### config.mk
export PLATFORM = sky130hd
export DESIGN_NAME = zoom_engine
export DESIGN_NICKNAME = d
export VERILOG_FILES = /design/src/rtl/zoom_pkg.sv /design/src/rtl/zoom_xy_counter.sv /design/src/rtl/zoom_engine.sv
export SDC_FILE = /design/constraint.sdc
export NUM_CORES = 1
export LEC_CHECK = 0
export ABC_CLOCK_PERIOD_IN_PS = 5300
export CAP_MARGIN = 20
export CORE_MARGIN = 10
export CORE_UTILIZATION = 51
export DETAILED_ROUTE_END_ITERATION = 16
export DONT_BUFFER_PORTS = 1
export PLACE_DENSITY_LB_ADDON = 0.12
export SYNTH_ARGS = -nofsm -noshare
export SYNTH_HDL_FRONTEND = slang
export SYNTH_HIERARCHICAL = 1
export SYNTH_SLANG_ARGS = --single-unit
export TNS_END_PERCENT = 5
### constraint.sdc
create_clock -name CLK -period 5.3 [get_ports CLK]
set_input_delay 0.53 -clock CLK [delete_from_list [all_inputs] [get_ports CLK]]
set_output_delay 0.53 -clock CLK [all_outputs]
set_load 0.005 [all_outputs]
### src/rtl/zoom_pkg.sv
// zoom_pkg: shared encodings for the zoom engine and its selection side.
`default_nettype none

package zoom_pkg;

  localparam logic [1:0] ALG_NN = 2'd0;
  localparam logic [1:0] ALG_PR = 2'd1;
  localparam logic [1:0] ALG_DC = 2'd2;
  localparam logic [1:0] ALG_BA = 2'd3;

  localparam logic [1:0] ST_DEFAULT  = 2'd0;
  localparam logic [1:0] ST_ENLARGED = 2'd1;
  localparam logic [1:0] ST_REDUCED  = 2'd2;

  typedef enum logic [2:0] {
    MODE_COPY = 3'd0,
    MODE_NN   = 3'd1,
    MODE_PR   = 3'd2,
    MODE_DC   = 3'd3,
    MODE_BA   = 3'd4
  } mode_t;

  typedef enum logic [2:0] {
    S_IDLE   = 3'd0,
    S_RD     = 3'd1,
    S_WR     = 3'd2,
    S_PR_WR  = 3'd3,
    S_BA_RD  = 3'd4,
    S_BA_ACC = 3'd5,
    S_BA_WR  = 3'd6,
    S_FIN    = 3'd7
  } state_t;

  // Unsupported scale codes fall back to a plain copy.
  function automatic mode_t resolve_mode(input logic [1:0] alg, input logic [1:0] st);
    mode_t m;
    m = MODE_COPY;
    case (st)
      ST_DEFAULT:  m = MODE_COPY;
      ST_ENLARGED: m = (alg == ALG_PR) ? MODE_PR : MODE_NN;
      ST_REDUCED:  m = (alg == ALG_DC || alg == ALG_NN || alg == ALG_PR) ? MODE_DC : MODE_BA;
      default:     m = MODE_COPY;
    endcase
    return m;
  endfunction

  function automatic logic [9:0] scaled_dim(input mode_t m, input logic [9:0] n);
    logic [9:0] d;
    d = n;
    case (m)
      MODE_NN, MODE_PR: d = n << 1;
      MODE_DC, MODE_BA: d = n >> 1;
      default:          d = n;
    endcase
    return d;
  endfunction

endpackage

`default_nettype wire

### src/rtl/zoom_xy_counter.sv
// zoom_xy_counter: row-major x/y counter with run-time limits and last-position flag.
`default_nettype none

module zoom_xy_counter #(
  parameter int XW = 10,
  parameter int YW = 10
) (
  input  logic          CLK,
  input  logic          RESET,
  input  logic          i_clr,
  input  logic          i_inc,
  input  logic [XW-1:0] i_x_max,
  input  logic [YW-1:0] i_y_max,
  output logic [XW-1:0] o_x,
  output logic [YW-1:0] o_y,
  output logic          o_last
);

  logic [XW-1:0] r_x;
  logic [YW-1:0] r_y;

  always_ff @(posedge CLK or posedge RESET) begin
    if (RESET) begin
      r_x <= '0;
      r_y <= '0;
    end else if (i_clr) begin
      r_x <= '0;
      r_y <= '0;
    end else if (i_inc) begin
      if (r_x == i_x_max) begin
        r_x <= '0;
        r_y <= (r_y == i_y_max) ? '0 : r_y + 1'b1;
      end else begin
        r_x <= r_x + 1'b1;
      end
    end
  end

  assign o_x    = r_x;
  assign o_y    = r_y;
  assign o_last = (r_x == i_x_max) && (r_y == i_y_max);

endmodule

`default_nettype wire

### src/rtl/zoom_engine.sv
// zoom_engine: streams a source image through COPY/NN/PR/DC/BA scaling into
// a compact row-major destination frame buffer.
`default_nettype none

module zoom_engine
  import zoom_pkg::*;
#(
  parameter int SRC_W  = 160,
  parameter int SRC_H  = 120,
  parameter int PIX_W  = 8,
  parameter int SRC_AW = 15,
  parameter int DST_AW = 17
) (
  input  logic              CLK,
  input  logic              RESET,
  input  logic              START,
  input  logic [1:0]        ALGORITHM,
  input  logic [1:0]        IMAGE_STATE,
  output logic              SRC_RD_EN,
  output logic [SRC_AW-1:0] SRC_ADDR,
  input  logic [PIX_W-1:0]  SRC_DATA,
  output logic              DST_WE,
  output logic [DST_AW-1:0] DST_ADDR,
  output logic [PIX_W-1:0]  DST_DATA,
  output logic [9:0]        OUT_W,
  output logic [9:0]        OUT_H,
  output logic              BUSY,
  output logic              DONE
);

  localparam logic [9:0] c_W = 10'(SRC_W);
  localparam logic [9:0] c_H = 10'(SRC_H);

  state_t             r_state, w_next;
  mode_t              r_mode, w_start_mode, w_grid_mode;
  logic [9:0]         r_out_w, r_out_h;
  logic [PIX_W-1:0]   r_pix;
  logic [PIX_W+1:0]   r_acc;
  logic               w_accept, w_c_clr, w_c_inc, w_s_inc;
  logic [9:0]         w_cx, w_cy, w_xmax, w_ymax;
  logic [9:0]         w_sx, w_sy, w_dx, w_dy;
  logic               w_bx, w_by, w_c_last, w_s_last, w_sub_first;
  logic [SRC_AW-1:0]  w_src_addr;
  logic [DST_AW-1:0]  w_dst_addr;
  logic [PIX_W-1:0]   w_dst_data, w_avg;

  assign w_start_mode = resolve_mode(ALGORITHM, IMAGE_STATE);
  // PR walks the source grid; every other mode walks the destination grid.
  assign w_grid_mode  = (r_mode == MODE_PR) ? MODE_COPY : r_mode;
  assign w_xmax       = scaled_dim(w_grid_mode, c_W) - 10'd1;
  assign w_ymax       = scaled_dim(w_grid_mode, c_H) - 10'd1;
  assign w_sub_first  = !w_bx && !w_by;

  zoom_xy_counter #(.XW(10), .YW(10)) u_pix_cnt (
    .CLK(CLK), .RESET(RESET), .i_clr(w_c_clr), .i_inc(w_c_inc),
    .i_x_max(w_xmax), .i_y_max(w_ymax),
    .o_x(w_cx), .o_y(w_cy), .o_last(w_c_last)
  );

  zoom_xy_counter #(.XW(1), .YW(1)) u_sub_cnt (
    .CLK(CLK), .RESET(RESET), .i_clr(w_c_clr), .i_inc(w_s_inc),
    .i_x_max(1'b1), .i_y_max(1'b1),
    .o_x(w_bx), .o_y(w_by), .o_last(w_s_last)
  );

  always_ff @(posedge CLK or posedge RESET) begin
    if (RESET) begin
      r_state <= S_IDLE;
      r_mode  <= MODE_COPY;
      r_out_w <= '0;
      r_out_h <= '0;
      r_pix   <= '0;
      r_acc   <= '0;
    end else begin
      r_state <= w_next;
      if (w_accept) begin
        r_mode  <= w_start_mode;
        r_out_w <= scaled_dim(w_start_mode, c_W);
        r_out_h <= scaled_dim(w_start_mode, c_H);
      end
      if (r_state == S_PR_WR && w_sub_first) r_pix <= SRC_DATA;
      // Read data trails the BA read strobe by a cycle, so the first beat only clears.
      if (r_state == S_BA_RD && w_sub_first) r_acc <= '0;
      else if (r_state == S_BA_RD || r_state == S_BA_ACC) r_acc <= r_acc + {2'b00, SRC_DATA};
    end
  end

  always_comb begin
    w_next   = r_state;
    w_accept = 1'b0;
    w_c_clr  = 1'b0;
    w_c_inc  = 1'b0;
    w_s_inc  = 1'b0;
    case (r_state)
      S_IDLE: if (START) begin
        w_accept = 1'b1;
        w_c_clr  = 1'b1;
        w_next   = (w_start_mode == MODE_BA) ? S_BA_RD : S_RD;
      end
      S_RD:     w_next = (r_mode == MODE_PR) ? S_PR_WR : S_WR;
      S_WR: begin
        if (w_c_last) w_next = S_FIN;
        else begin w_c_inc = 1'b1; w_next = S_RD; end
      end
      S_PR_WR: begin
        w_s_inc = 1'b1;
        if (w_s_last) begin
          if (w_c_last) w_next = S_FIN;
          else begin w_c_inc = 1'b1; w_next = S_RD; end
        end
      end
      S_BA_RD: begin
        w_s_inc = 1'b1;
        if (w_s_last) w_next = S_BA_ACC;
      end
      S_BA_ACC: w_next = S_BA_WR;
      S_BA_WR: begin
        if (w_c_last) w_next = S_FIN;
        else begin w_c_inc = 1'b1; w_next = S_BA_RD; end
      end
      S_FIN:    w_next = S_IDLE;
      default:  w_next = S_IDLE;
    endcase
  end

  always_comb begin
    w_sx = w_cx;
    w_sy = w_cy;
    w_dx = w_cx;
    w_dy = w_cy;
    case (r_mode)
      MODE_NN: begin w_sx = {1'b0, w_cx[9:1]}; w_sy = {1'b0, w_cy[9:1]}; end
      MODE_PR: begin w_dx = {w_cx[8:0], w_bx}; w_dy = {w_cy[8:0], w_by}; end
      MODE_DC: begin w_sx = {w_cx[8:0], 1'b0}; w_sy = {w_cy[8:0], 1'b0}; end
      MODE_BA: begin w_sx = {w_cx[8:0], w_bx}; w_sy = {w_cy[8:0], w_by}; end
      default: ;
    endcase
  end

  assign w_src_addr = SRC_AW'(32'(w_sy) * SRC_W + 32'(w_sx));
  assign w_dst_addr = DST_AW'(32'(w_dy) * 32'(r_out_w) + 32'(w_dx));
  assign w_avg      = PIX_W'((r_acc + (PIX_W+2)'(2)) >> 2);

  always_comb begin
    w_dst_data = '0;
    case (r_state)
      S_WR:    w_dst_data = SRC_DATA;
      S_PR_WR: w_dst_data = w_sub_first ? SRC_DATA : r_pix;
      S_BA_WR: w_dst_data = w_avg;
      default: ;
    endcase
  end

  assign SRC_RD_EN = (r_state == S_RD) || (r_state == S_BA_RD);
  assign DST_WE    = (r_state == S_WR) || (r_state == S_PR_WR) || (r_state == S_BA_WR);
  assign SRC_ADDR  = SRC_RD_EN ? w_src_addr : '0;
  assign DST_ADDR  = DST_WE ? w_dst_addr : '0;
  assign DST_DATA  = w_dst_data;
  assign OUT_W     = r_out_w;
  assign OUT_H     = r_out_h;
  assign BUSY      = (r_state != S_IDLE) && (r_state != S_FIN);
  assign DONE      = (r_state == S_FIN);

endmodule

`default_nettype wire

==> impl_metrics.tcl <==
set metrics [dict create \
    worstPathArrival_ns 5.20 \
    routed_via_density 5.73 \
    drive_gt1_frac 0.153 \
    crit_end "DST_ADDR[14]" \
    gp_congestion 0.889 \
    grt_start_max_net_pins 32 \
    worst_pin_slew_ns 0.858 \
    end_kind "output port" \
    die_area_um2 19100 \
    ys_types 78 \
    hpwl_mm 14.1 \
    slew_headroom 0.423 \
    slew_violations 0 \
    antenna_found_initial 0 \
    r2r_cells 15 \
    leakage_uw 0.00387 \
    cts_buffers 5 \
    required_ns 4.77 \
    postSynthAreaPerCell_um2 8.48 \
    rsz0062_at_grt "yes" \
    crit_path_start "r_mode[0]" \
    critPathMaxFanout 5 \
    place_inst 1037 \
    drc 0 \
    cts_tree "yes" \
    synth-main-ff-cell "dfrtp_1" \
    numPortBuffers 0 \
    critPathKind "register to output port" \
    fin_nets 999 \
    htree_num_levels 2 \
    clock_path_buffers 2 \
    violations "setup timing" \
    first_global_vias 5975 \
    hold_viol_final 0 \
    syn2layout_area_growth_pct 13.9 \
    fin_skew_ns 0.00727 \
    routed_wl_mm 18.2 \
    die_w_um 138 \
    worst_setup_path_start_kind "register" \
    drt_iter0_drc 391 \
    rr_endpoint "u_pix_cnt/o_x[7]" \
    diodes 0 \
    hold_path_class "input pin to asynchronous set/reset pin" \
    initial_core_util 0.516 \
    path_clk_slew_ns 0.08 \
    clkSinkCount 53 \
    setup_violations 7 \
    cap_violations 0 \
    fin_cells 1056 \
    outcome "finished, violations left" \
    clk_latency_ns 0.30 \
    synth_edf_count 0 \
    finalCritPeriodShare 1.08 \
    fin_total_pwr_uw 5620 \
    syn_inst 838 \
    netlist_area_um2 7110 \
    grt_remaining_overflow 0 \
    rr_startpoint "r_mode[0]" \
    peakVddDrop_mv 0.313 \
    yosysSeqAreaShare 0.187 \
    max_freq_mhz 174 \
    synth_seq_cells 53 \
    grt_first_pass_wirelength_mm 30.0 \
    ios 79 \
    core-area_um2 13800 \
    vias 6053 \
    powerDensity_nw_per_um2 694 \
    die_y_um 138 \
    yosysWarningCount 6 \
    grt_usage 0.183 \
    setup_slack_ns -0.431 \
    first_pass_iters 5 \
    async_flop_share 1.00 \
    rows 43 \
    layout_min_cycle_time_ns 5.73 \
    ant_nets 0 \
    r2r_slack_ns 1.16 \
    clockRootBuffer "clkbuf_16" \
    wl_per_cell_um 17.3 \
]
-- synthesized netlist by cell type, types with 3 or more instances --
master | n | share of area
or4_1 | 3 | 0.0032
o221ai_1 | 8 | 0.0099
o21ai_1 | 6 | 0.0042
a31oi_1 | 4 | 0.0035
nor2b_1 | 44 | 0.039
dfrtp_1 | 53 | 0.19
a22oi_1 | 14 | 0.015
and3_1 | 12 | 0.011
ha_1 | 79 | 0.14
o21a_1 | 4 | 0.0042
nand2_1 | 64 | 0.034
inv_1 | 74 | 0.039
nand4_1 | 4 | 0.0035
a211oi_1 | 7 | 0.0074
buf_4 | 14 | 0.015
o21bai_1 | 3 | 0.0032
xor2_1 | 44 | 0.054
a21oi_1 | 31 | 0.022
nand3_1 | 20 | 0.014
o21ai_0 | 35 | 0.025
buf_2 | 3 | 0.0021
xnor2_1 | 21 | 0.026
or3_1 | 4 | 0.0035
and2_1 | 5 | 0.0044
clkbuf_1 | 25 | 0.013
nor4_4 | 4 | 0.012
nand2b_1 | 25 | 0.022
fa_1 | 30 | 0.085
mux2i_1 | 27 | 0.038
or2_2 | 3 | 0.0026
o211ai_1 | 5 | 0.0053
a21o_1 | 15 | 0.016
o2bb2ai_1 | 3 | 0.0037
a22o_1 | 6 | 0.0074
mux2_2 | 7 | 0.011
nor3_1 | 4 | 0.0028
nor2_1 | 60 | 0.032
o22ai_1 | 18 | 0.016
-- worst max-delay path, stage by stage (launching register included) --
cell	delay (ns)
dfrtp_1	0.42
nor3b_4	0.29
buf_12	0.17
mux2i_4	0.26
nor2b_2	0.07
fa_1	0.53
inv_1	0.05
fa_1	0.47
inv_1	0.05
fa_1	0.48
inv_2	0.04
fa_1	0.51
inv_2	0.05
ha_4	0.15
ha_4	0.15
or4_4	0.53
o221a_4	0.27
buf_4	0.14
xnor2_1	0.11
nor2_1	0.15
-- where the power goes --
group          internal [µW]  total (µW)  switching [µW]
Sequential               546         802             257
Combinational           2080        4460            2380
Clock                    182         354             172
-- through the flow --
stage                     setup WS, ns  cell area [µm²]  TNS, ns  hold WS [ns]  utilization
after detailed placement        -0.110             7600   -0.357         0.281        0.552
after global routing            -0.591             8090    -3.14         0.209        0.587
final                           -0.431             8090    -1.83         0.186        0.587
after global placement         -0.0819             7600   -0.222         0.277        0.552
after floorplan                -0.0882             7270  -0.0922         0.271            -
after CTS                       -0.373             7890    -1.97         0.199        0.573
-- sequential cells by signal, indices dropped and copies added (netlist names) --
name,cells
r_acc,10
u_pix_cnt/o_x,10
u_pix_cnt/o_y,10
r_pix,8
OUT_H,4
OUT_W,3
r_mode,3
r_state,3
u_sub_cnt/o_x,1
u_sub_cnt/o_y,1
-- timing repair --
item | in CTS | in global routing
setup endpoints to repair | 8 | 8
hold endpoints to repair | 2 | 0
cloned | 1 | 0
hold buffers | 1 | 0
buffers inserted | 5 | 4
resized for setup | 16 | 27
pin swaps | 11 | 17
-- logic make-up (layout without fill, tap and decap cells) --
kind of cell / count (synthesis) / count (layout) / share of synthesized area
simple gates: 268 / 268 / 0.203
fa+ha+maj: 109 / 109 / 0.224
other cells: 2 / 21 / 0.00106
buf+inv: 123 / 142 / 0.0755
xor+xnor: 66 / 66 / 0.0833
flops: 53 / 53 / 0.187
compound gates: 183 / 183 / 0.178
mux: 34 / 34 / 0.0491
-- worst min-delay path by stage --
stage          startpoint  slack (ns)  cells after the start             to
2_1_floorplan       RESET        0.27                      1  u_sub_cnt/o_x
3_3_place_gp        RESET        0.28                      1  u_sub_cnt/o_x
3_5_place_dp        RESET        0.28                      1  u_sub_cnt/o_y
4_1_cts             RESET        0.20                      2       r_acc[0]
5_1_grt             RESET        0.21                      2       r_acc[0]
6_report            RESET        0.19                      2       r_acc[0]
-- cell type report --
type / count / area [µm²]
Sequential cell: 53 / 1330
Timing Repair Buffer: 57 / 470
Clock buffer: 5 / 125
Fill cell: 1252 / 5680
Tap cell: 180 / 225
Multi-Input combinational cell: 681 / 5630
Clock inverter: 3 / 28.8
Inverter: 77 / 289
-- routing by layer --
layer  vias to the layer above  wire length, µm  track usage
met5                         -                0            0
met4                         0              261       0.0472
met3                        21              903       0.0329
met2                       131             9130        0.311
met1                      2944             7950        0.234
li1                       2957                -            -
-- layout by cell type (no fill, tap or decap), types with 5 or more instances in the layout --
master     synthesis  final
nor2_1            60     59
a211oi_1           7      7
and3_1            12     12
fa_1              30     29
a22oi_1           14     14
a22o_1             6      6
nor2b_1           44     36
xnor2_1           21     20
o221ai_1           8      8
a21o_1            15     15
ha_4               0     10
inv_1             74     71
o211ai_1           5      5
a21oi_1           31     29
xor2_1            44     44
o22ai_1           18     18
o21ai_1            6      8
nand2b_1          25     25
ha_1              79     68
buf_4             14     52
dfrtp_1           53     53
nand3_1           20     20
clkbuf_16          0      5
mux2i_1           27     20
mux2_2             7      7
inv_2              2      5
nor2b_2            1      8
mux2i_4            0      5
conb_1             2     21
and2_1             5      5
o21ai_0           35     32
nand2_1           64     64
No activity file was read; power rests on OpenSTA's default activity.
